==> src/rtl/adder.sv <==
// adder: parallel-prefix (Kogge-Stone) dual-sum adder producing {p, g, a+b, a+b+1} plus a reset-tracking valid flag
module adder #(
    parameter int WIDTH = 4
) (
    input  logic                 clk,
    input  logic                 rst_n,
    output logic                 guard,
    output logic [2*WIDTH+1:0]   res,
    input  logic [WIDTH-1:0]     a,
    input  logic [WIDTH-1:0]     b
);
    localparam int LV = (WIDTH > 1) ? $clog2(WIDTH) : 0;
    logic [WIDTH-1:0] pi_bits;
    logic [WIDTH-1:0] gk;
    logic [WIDTH-1:0] pk;
    logic [WIDTH-1:0] gn;
    logic [WIDTH-1:0] pn;
    logic [WIDTH-1:0] c0;
    logic [WIDTH-1:0] c1;
    logic             guard_q;
    // Kogge-Stone prefix tree: each level combines with the span 2^l bits below
    always_comb begin
        gk = a & b;
        pk = a ^ b;
        gn = gk;
        pn = pk;
        for (int l = 0; l < LV; l++) begin
            gn = gk;
            pn = pk;
            for (int i = (1 << l); i < WIDTH; i++) begin
                gn[i] = gk[i] | (pk[i] & gk[i - (1 << l)]);
                pn[i] = pk[i] & pk[i - (1 << l)];
            end
            gk = gn;
            pk = pn;
        end
    end
    assign pi_bits = a ^ b;
    assign c0      = gk << 1;
    assign c1      = ((gk | pk) << 1) | WIDTH'(1);
    assign res     = {pk[WIDTH-1], gk[WIDTH-1], pi_bits ^ c0, pi_bits ^ c1};
    // valid flag: low while reset is sampled, high from the first released edge onward
    always_ff @(posedge clk) begin
        guard_q <= rst_n ? 1'b1 : 1'b0;
    end
    assign guard = guard_q;
endmodule

==> config.mk <==
export PLATFORM = sky130hd
export DESIGN_NAME = adder
export DESIGN_NICKNAME = d
export VERILOG_FILES = /design/src/rtl/adder.sv
export SDC_FILE = /design/constraint.sdc
export NUM_CORES = 1
export LEC_CHECK = 0
export ABC_CLOCK_PERIOD_IN_PS = 1900
export BUFFER_PORTS_ARGS = -buffer_cell sky130_fd_sc_hd__buf_2
export CAP_MARGIN = 40
export CORE_AREA = 4 4 41 43
export CTS_BUF_LIST = sky130_fd_sc_hd__clkbuf_4
export DETAILED_ROUTE_END_ITERATION = 12
export DIE_AREA = 0 0 45 47
export PLACE_DENSITY = 0.45
export REMOVE_ABC_BUFFERS = 1
export SYNTH_ARGS = -nofsm -noshare
export SYNTH_HDL_FRONTEND = slang
export SYNTH_SLANG_ARGS = --single-unit
==> constraint.sdc <==
create_clock -name clk -period 1.9 [get_ports clk]
set_input_delay 0.38 -clock clk [delete_from_list [all_inputs] [get_ports clk]]
set_output_delay 0.38 -clock clk [all_outputs]
set_load 0.005 [all_outputs]
==> impl_metrics.json, run 1 <==
{
  "outcome": "finished, final reports clean",
  "rows": 13,
  "maxSlewViolCount": 0,
  "slew_headroom_pct": 79.47,
  "layout.nets": 70,
  "hp-start": "rst_n",
  "setup_viol": 0,
  "area_growth_pct": 51.46,
  "grt_pass1_vias": 237,
  "final_cell_mix": "19 x buf_2, 7 x inv_1, 5 x nand2_1, 4 x ha_1, 3 x xor2_1",
  "largest_register_ffs": 1,
  "dieArea_mm2": 0.002115,
  "start_kind": "input port",
  "grt_antenna_before_repair": 0,
  "avgSynthCellArea_um2": 8.055,
  "die_x_um": 45,
  "path_class": "in -> out",
  "drc": 0,
  "grt_use_total_pct": 5.130,
  "syn-cell-area_um2": 257.7,
  "cts_resized": 0,
  "fill_cells": 160,
  "irDropWorstVdd_uv": 114.0,
  "crit_path_end_kind": "output port",
  "period_share_pct": 94.97,
  "tns_ns": 0,
  "wl_per_cell_um": 9.164,
  "grt_max_degree": 8,
  "coreArea_mm2": 0.001301,
  "initial_core_util_pct": 19.81,
  "netlist_instances": 32,
  "io_buffer_count": 20,
  "vias": 257,
  "place_congestion": 0.6444,
  "first_pass_iters": 2,
  "yosys_warnings": 0,
  "drv_cap": 0,
  "synth_top_area_share_pct": 24.27,
  "min_period_ns": 1.804,
  "whs_ns": 0.4848,
  "final_hold_viol_count": 0,
  "critPathRequiredTime_ns": 1.52,
  "regArea_um2": 20.02,
  "worstMarginPinSlew_ns": 0.3079,
  "synth_seq_area_share_pct": 7.767,
  "cp.arrival_ns": 1.42,
  "post_cts_buffers": 0,
  "drt_iter0_drc": 3,
  "ant_nets": 0,
  "finalPower_mw": 0.1409,
  "antennaDiodeCount": 0,
  "power.density_mw_per_mm2": 360.8,
  "boundaryPins": 21,
  "critPathMaxFanout": 7,
  "multi_input_area_um2": 215.2,
  "hold_buffers": 0,
  "worst_hold_path_type": "in -> reg",
  "fmax_mhz": 554.2,
  "postPlaceCellArea_um2": 372.9,
  "yosys.area.top_type": "ha_1",
  "crit_start": "a[2]",
  "ys_types": 15,
  "fin_area_um2": 390.4,
  "via_per_inst": 3.836,
  "drive_gt1_share_pct": 48.08,
  "layout_commonest_cell": "buf_2",
  "synth_area_leaders": "ha_1 24%, inv_1 10%, xor2_1 10%",
  "die_h_um": 47,
  "grt_pass1_wl_um": 876,
  "power_leakage_nw": 0.2253,
  "grt_overflow_total": 0,
  "synth_seq_cells": 1,
  "clk_pin_slew_worst_paths_ns": 0,
  "wl_um": 614
}
kinds of logic after synthesis:
family | after synthesis | share of synthesized area (%)
simple gates | 9 | 15.53
buf+inv | 8 | 14.56
fa+ha+maj | 6 | 32.04
xor+xnor | 5 | 16.99
compound gates | 3 | 13.11
flops | 1 | 7.767
cell usage after synthesis:
| cell type | n |
|---|---|
| nand2b_1 | 1 |
| nor2_1 | 1 |
| inv_1 | 7 |
| a21oi_4 | 1 |
| nand2_1 | 5 |
| fa_1 | 1 |
| xnor2_1 | 2 |
| dfxtp_1 | 1 |
| o21ai_0 | 1 |
| nand3_1 | 1 |
| nor2b_1 | 1 |
| buf_6 | 1 |
| o211ai_2 | 1 |
| xor2_1 | 3 |
| ha_1 | 5 |
final timing paths:
check | depth (start not counted) | to
setup / recovery | 6 | res[3]
hold / removal | 1 | guard
final cells by class:
class	count	area share, %
tap	15	4.808
inverter	7	6.731
multi-input combinational	23	55.13
timing repair buffer	21	28.21
sequential	1	5.128
power by group:
group	leakage, nW	switching [mW]	total [mW]	internal, mW
logic	0.217	0.0577	0.118	0.0605
registers	0.00844	0.000165	0.0227	0.0226
clock network	0	0	0	0
total	0.225	0.0578	0.141	0.0830
stage by stage:
| stage | utilization (%) | cells | worst slack (ns) |
|---|---|---|---|
| floorplan | - | 31 | 0.2446 |
| global placement | 28.65 | 67 | 0.01209 |
| detailed placement | 28.65 | 67 | 0.02415 |
| CTS | 28.65 | 67 | 0.01836 |
| global route | 30.00 | 67 | -0.004522 |
| finish | 30.00 | 67 | 0.09555 |
worst max-delay path: stages:
cell	delay (ns)
buf_2	0.10
ha_1	0.42
a21oi_4	0.19
nand2_1	0.07
xor2_1	0.14
buf_2	0.13
per-layer routing:
metal | share of wire, % | up-vias | routed length (um) | global-route usage, %
met5 | 0 | - | 0 | 0
met1 | 36 | 108 | 223 | 5.442
met3 | 15 | 0 | 93 | 1.533
met2 | 48 | 12 | 297 | 10.45
met4 | 0 | 0 | 0 | 0
li1 | - | 137 | - | -
No activity file was read; power rests on OpenSTA's default activity.
==> run 2, diff against run 1 <==
--- a/config.mk
+++ b/config.mk
@@ -12,8 +12,9 @@
 export CTS_BUF_LIST = sky130_fd_sc_hd__clkbuf_4
 export DETAILED_ROUTE_END_ITERATION = 12
 export DIE_AREA = 0 0 45 47
-export PLACE_DENSITY = 0.45
+export PLACE_DENSITY_LB_ADDON = 0.1
 export REMOVE_ABC_BUFFERS = 1
+export SETUP_SLACK_MARGIN = 0.4
 export SYNTH_ARGS = -nofsm -noshare
 export SYNTH_HDL_FRONTEND = slang
 export SYNTH_SLANG_ARGS = --single-unit
==> run 2 against run 1 <==
Fmax rose by 3.8%. Final area rose by 28%. Critical path depth rose by 2. Global-route usage rose by 1.0 points. First-iteration DRC count fell by 100%. Core utilization rose by 8.4 points. Critical endpoint is now res[8]. Largest power group unchanged.
==> impl_metrics.json, run 2 (same netlist as run 1, synthesis figures left out) <==
{
  "fmax_mhz": 575.4,
  "setup_viol": 0,
  "power_leakage_nw": 0.2552,
  "crit_path_end_kind": "output port",
  "path_class": "in -> out",
  "grt_use_total_pct": 6.142,
  "dieArea_mm2": 0.002115,
  "area_growth_pct": 93.69,
  "slowest_stage": "fa_2",
  "max_stage_delay_ns": 0.36,
  "ant_nets": 0,
  "grt_pass1_vias": 254,
  "grt_pass1_wl_um": 1021,
  "layout.nets": 74,
  "hpwl_um": 537.6,
  "drive_gt1_share_pct": 62.50,
  "initial_core_util_pct": 19.81,
  "worst_hold_path_type": "in -> reg",
  "min_period_ns": 1.738,
  "start_kind": "input port",
  "power.density_mw_per_mm2": 351.8,
  "clk_pin_slew_worst_paths_ns": 0,
  "postPlaceCellArea_um2": 380.4,
  "drv_cap": 0,
  "coreArea_mm2": 0.001301,
  "first_pass_iters": 1,
  "outcome": "finished, final reports clean",
  "final_cells": 71,
  "drt_iter0_drc": 0,
  "die_h_um": 47,
  "dpl.cell_count": 68,
  "drc": 0,
  "hold_end": "guard",
  "maxSlewViolCount": 0,
  "pre_cts_ws_ns": -0.004853,
  "io_buffer_count": 20,
  "final_cell_mix": "16 x buf_2, 5 x inv_1, 5 x nand2_1, 4 x ha_4, 4 x buf_4",
  "slew_headroom_pct": 88.96,
  "rows": 13,
  "boundaryPins": 21,
  "worstMarginPinSlew_ns": 0.1656,
  "crit_chain": "buf_8, ha_4, inv_2, fa_2, nor2b_1, o21ai_1, nand2b_1, buf_2",
  "critPathRequiredTime_ns": 1.52,
  "layout_commonest_cell": "buf_2",
  "worstHoldPathCells": 1,
  "final_hold_viol_count": 0,
  "fin_area_um2": 499.2,
  "via_per_inst": 3.915,
  "wl_um": 688,
  "vias": 278,
  "wl_per_cell_um": 9.690,
  "critPathMaxFanout": 3,
  "largest_register_ffs": 1,
  "whs_ns": 0.4834,
  "rsz0062_at_grt": "yes",
  "die_x_um": 45,
  "grt_antenna_before_repair": 0,
  "critical_path.top_delay_family": "adder cells",
  "finalWorstSetupSlack_ns": 0.1620,
  "antennaDiodeCount": 0,
  "period_share_pct": 91.47,
  "hp-start": "rst_n",
  "grt_overflow_total": 0,
  "grt_max_degree": 6,
  "place_congestion": 0.6505,
  "timing.critical_path.buf_inv": 3,
  "cp.arrival_ns": 1.36,
  "irDropWorstVdd_uv": 167.7
}
run 2: changes by cell type in the layout (fill, tap and decap cells not counted):
cell	change
nand3_2	+1
buf_2	-3
buf_8	+2
nand3_1	-1
buf_6	+3
inv_2	+1
inv_4	+1
inv_1	-2
ha_4	+3
ha_1	-3
buf_4	+2
run 2: routing by layer:
layer  wire (um)  GRT usage [%]  vias to the layer above
li1            -              -                      146
met1         277          7.883                      122
met2         363          12.15                       10
met3          47              0                        0
met4           0              0                        0
met5           0              0                        -
run 2: final cells by class:
class,count,area [um^2]
well taps,15,18.77
repair buffers,25,173.9
flip-flops and latches,1,20.02
multi-input cells,23,257.7
fillers,144,802.0
inverters,7,28.78
run 2: worst max-delay path by stage:
| stage | from | to | slack (ns) | cells past startpoint |
|---|---|---|---|---|
| 6_report | a[0] | res[8] | 0.16 | 8 |
| 4_1_cts | b[0] | res[8] | 0.12 | 8 |
| 2_1_floorplan | a[0] | res[8] | 0.24 | 6 |
| 3_5_place_dp | a[0] | res[8] | -0.005 | 8 |
| 5_1_grt | a[0] | res[8] | 0.09 | 8 |
| 3_3_place_gp | a[0] | res[8] | 0.02 | 8 |
run 2: where the power goes:
| group | total, mW | switching, mW | internal [mW] |
|---|---|---|---|
| Combinational | 0.153 | 0.0654 | 0.0875 |
| Clock | 0 | 0 | 0 |
| Sequential | 0.0227 | 0.000165 | 0.0226 |
| Total | 0.176 | 0.0656 | 0.110 |
run 2: through the flow:
step / power, mW / util (%) / TNS, ns
floorplan: 0.08849 / - / 0
finish: 0.1756 / 38.37 / 0
CTS: 0.1676 / 35.77 / 0
detailed placement: 0.1428 / 29.23 / -0.004853
global route: 0.1927 / 38.37 / 0
global placement: 0.1424 / 29.23 / 0
run 2: timing repair:
| item | CTS | global route |
|---|---|---|
| resized for setup | 17 | 3 |
| hold buffers | 0 | 0 |
| gates cloned | 0 | 0 |
| buffers inserted | 0 | 3 |
| endpoints found under the setup margin | 8 | 7 |
| pin swaps | 5 | 9 |
==> run 3, diff against run 2 <==
==> constraint.sdc (replaced) <==
create_clock -name clk -period 1.9 [get_ports clk]
set_input_delay 0.38 -clock clk [delete_from_list [all_inputs] [get_ports clk]]
set_output_delay 0.38 -clock clk [all_outputs]
set_load 0.02 [all_outputs]
==> run 3 against run 2 <==
Die area did not move. First-iteration DRC count did not move. Worst setup slack got worse by 0.035 ns. Total power rose by 30%. Worst hold slack did not move. Fmax fell by 2.0%. Via count fell by 2.5%. Critical path depth fell by 1.
==> impl_metrics.json, run 3 (same netlist as run 1, synthesis figures left out) <==
{
  "outcome": "finished, final reports clean",
  "boundaryPins": 21,
  "critPathRequiredTime_ns": 1.52,
  "drc": 0,
  "dpl.cell_count": 68,
  "via_per_inst": 3.928,
  "swShare_pct": 45.91,
  "p_comb_share_pct": 90.0,
  "die_h_um": 47,
  "final_cells": 69,
  "fmax_mhz": 564.1,
  "hpwl_um": 560.2,
  "postPlaceCellArea_um2": 380.4,
  "p_clk_share_pct": 0,
  "pre_cts_ws_ns": -0.07424,
  "antennaDiodeCount": 0,
  "slowest_stage": "fa_2",
  "coreArea_mm2": 0.001301,
  "die_x_um": 45,
  "vias": 271,
  "layout.nets": 72,
  "area_growth_pct": 93.20,
  "utilization_pct": 38.27,
  "p_switching_mw": 0.1044,
  "drive_gt1_share_pct": 59.26,
  "grt_pass1_wl_um": 1041,
  "crit_path_end_kind": "output port",
  "period_share_pct": 93.30,
  "whs_ns": 0.4834,
  "final_cell_mix": "9 x buf_2, 7 x buf_4, 6 x buf_6, 5 x inv_1, 5 x nand2_1",
  "grt_overflow_total": 0,
  "cp.arrival_ns": 1.39,
  "first_pass_iters": 1,
  "dieArea_mm2": 0.002115,
  "drt_iter0_drc": 0,
  "final_hold_viol_count": 0,
  "critical_path.top_delay_family": "adder cells",
  "grt_use_total_pct": 6.457,
  "worstHoldPathCells": 1,
  "wl_per_cell_um": 9.348,
  "place_congestion": 0.6271,
  "irDropWorstVdd_uv": 235.4,
  "crit_chain": "buf_8, ha_4, inv_2, fa_2, nand2_1, xor2_1, buf_4",
  "intPower_mw": 0.1230,
  "critPathMaxFanout": 3,
  "power_frac_seq_pct": 10.0,
  "fill_cells": 148,
  "clk_pin_slew_worst_paths_ns": 0,
  "worstMarginPinSlew_ns": 0.1711,
  "timing.critical_path.buf_inv": 3,
  "min_period_ns": 1.773,
  "wl_um": 645,
  "fin_area_um2": 498.0,
  "initial_core_util_pct": 19.81,
  "grt_antenna_before_repair": 0,
  "grt_pass1_vias": 272,
  "grt_max_degree": 6,
  "hold_buffers": 0,
  "power_leakage_nw": 0.2508,
  "cp.depth": 7,
  "tns_ns": 0,
  "finalPower_mw": 0.2275,
  "slew_headroom_pct": 88.60,
  "ant_nets": 0,
  "maxSlewViolCount": 0,
  "path_class": "in -> out",
  "drv_cap": 0,
  "largest_register_ffs": 1,
  "power.density_mw_per_mm2": 456.8,
  "setup_viol": 0,
  "start_kind": "input port",
  "worst_hold_path_type": "in -> reg",
  "io_buffer_count": 20,
  "finalWorstSetupSlack_ns": 0.1273,
  "max_stage_delay_ns": 0.36,
  "rows": 13,
  "rsz0062_at_grt": "yes",
  "layout_commonest_cell": "buf_2"
}
run 3: area by class of cell:
| class | count | area [um^2] | share of cell area, % |
|---|---|---|---|
| multi-input cells | 23 | 252.7 | 50.75 |
| repair buffers | 23 | 180.2 | 36.18 |
| inverters | 7 | 26.28 | 5.276 |
| flip-flops and latches | 1 | 20.02 | 4.020 |
| well taps | 15 | 18.77 | 3.769 |
run 3: worst paths after layout:
kind	to	startpoint	slack, ns
hold / removal	guard	rst_n	0.48
setup / recovery	res[2]	a[0]	0.13
run 3: per-layer routing:
| metal | vias to the layer above | global-route usage, % | wire [um] |
|---|---|---|---|
| li1 | 142 | - | - |
| met1 | 119 | 7.207 | 226 |
| met2 | 10 | 13.56 | 362 |
| met3 | 0 | 0.7663 | 55 |
| met4 | 0 | 0 | 0 |
| met5 | - | 0 | 0 |
run 3: power groups by stage:
stage	clock network [mW]	registers, mW	logic, mW
3_3_place_gp	0	0.0227	0.160
6_report	0	0.0227	0.205
4_1_cts	0	0.0227	0.204
2_1_floorplan	0	0.0243	0.104
5_1_grt	0	0.0228	0.222
3_5_place_dp	0	0.0227	0.161
run 3: repair_timing:
action	4_1_cts	5_1_grt
pin swaps	5	4
endpoints found under the setup margin	8	7
buffers inserted	0	1
gates resized for setup	24	1
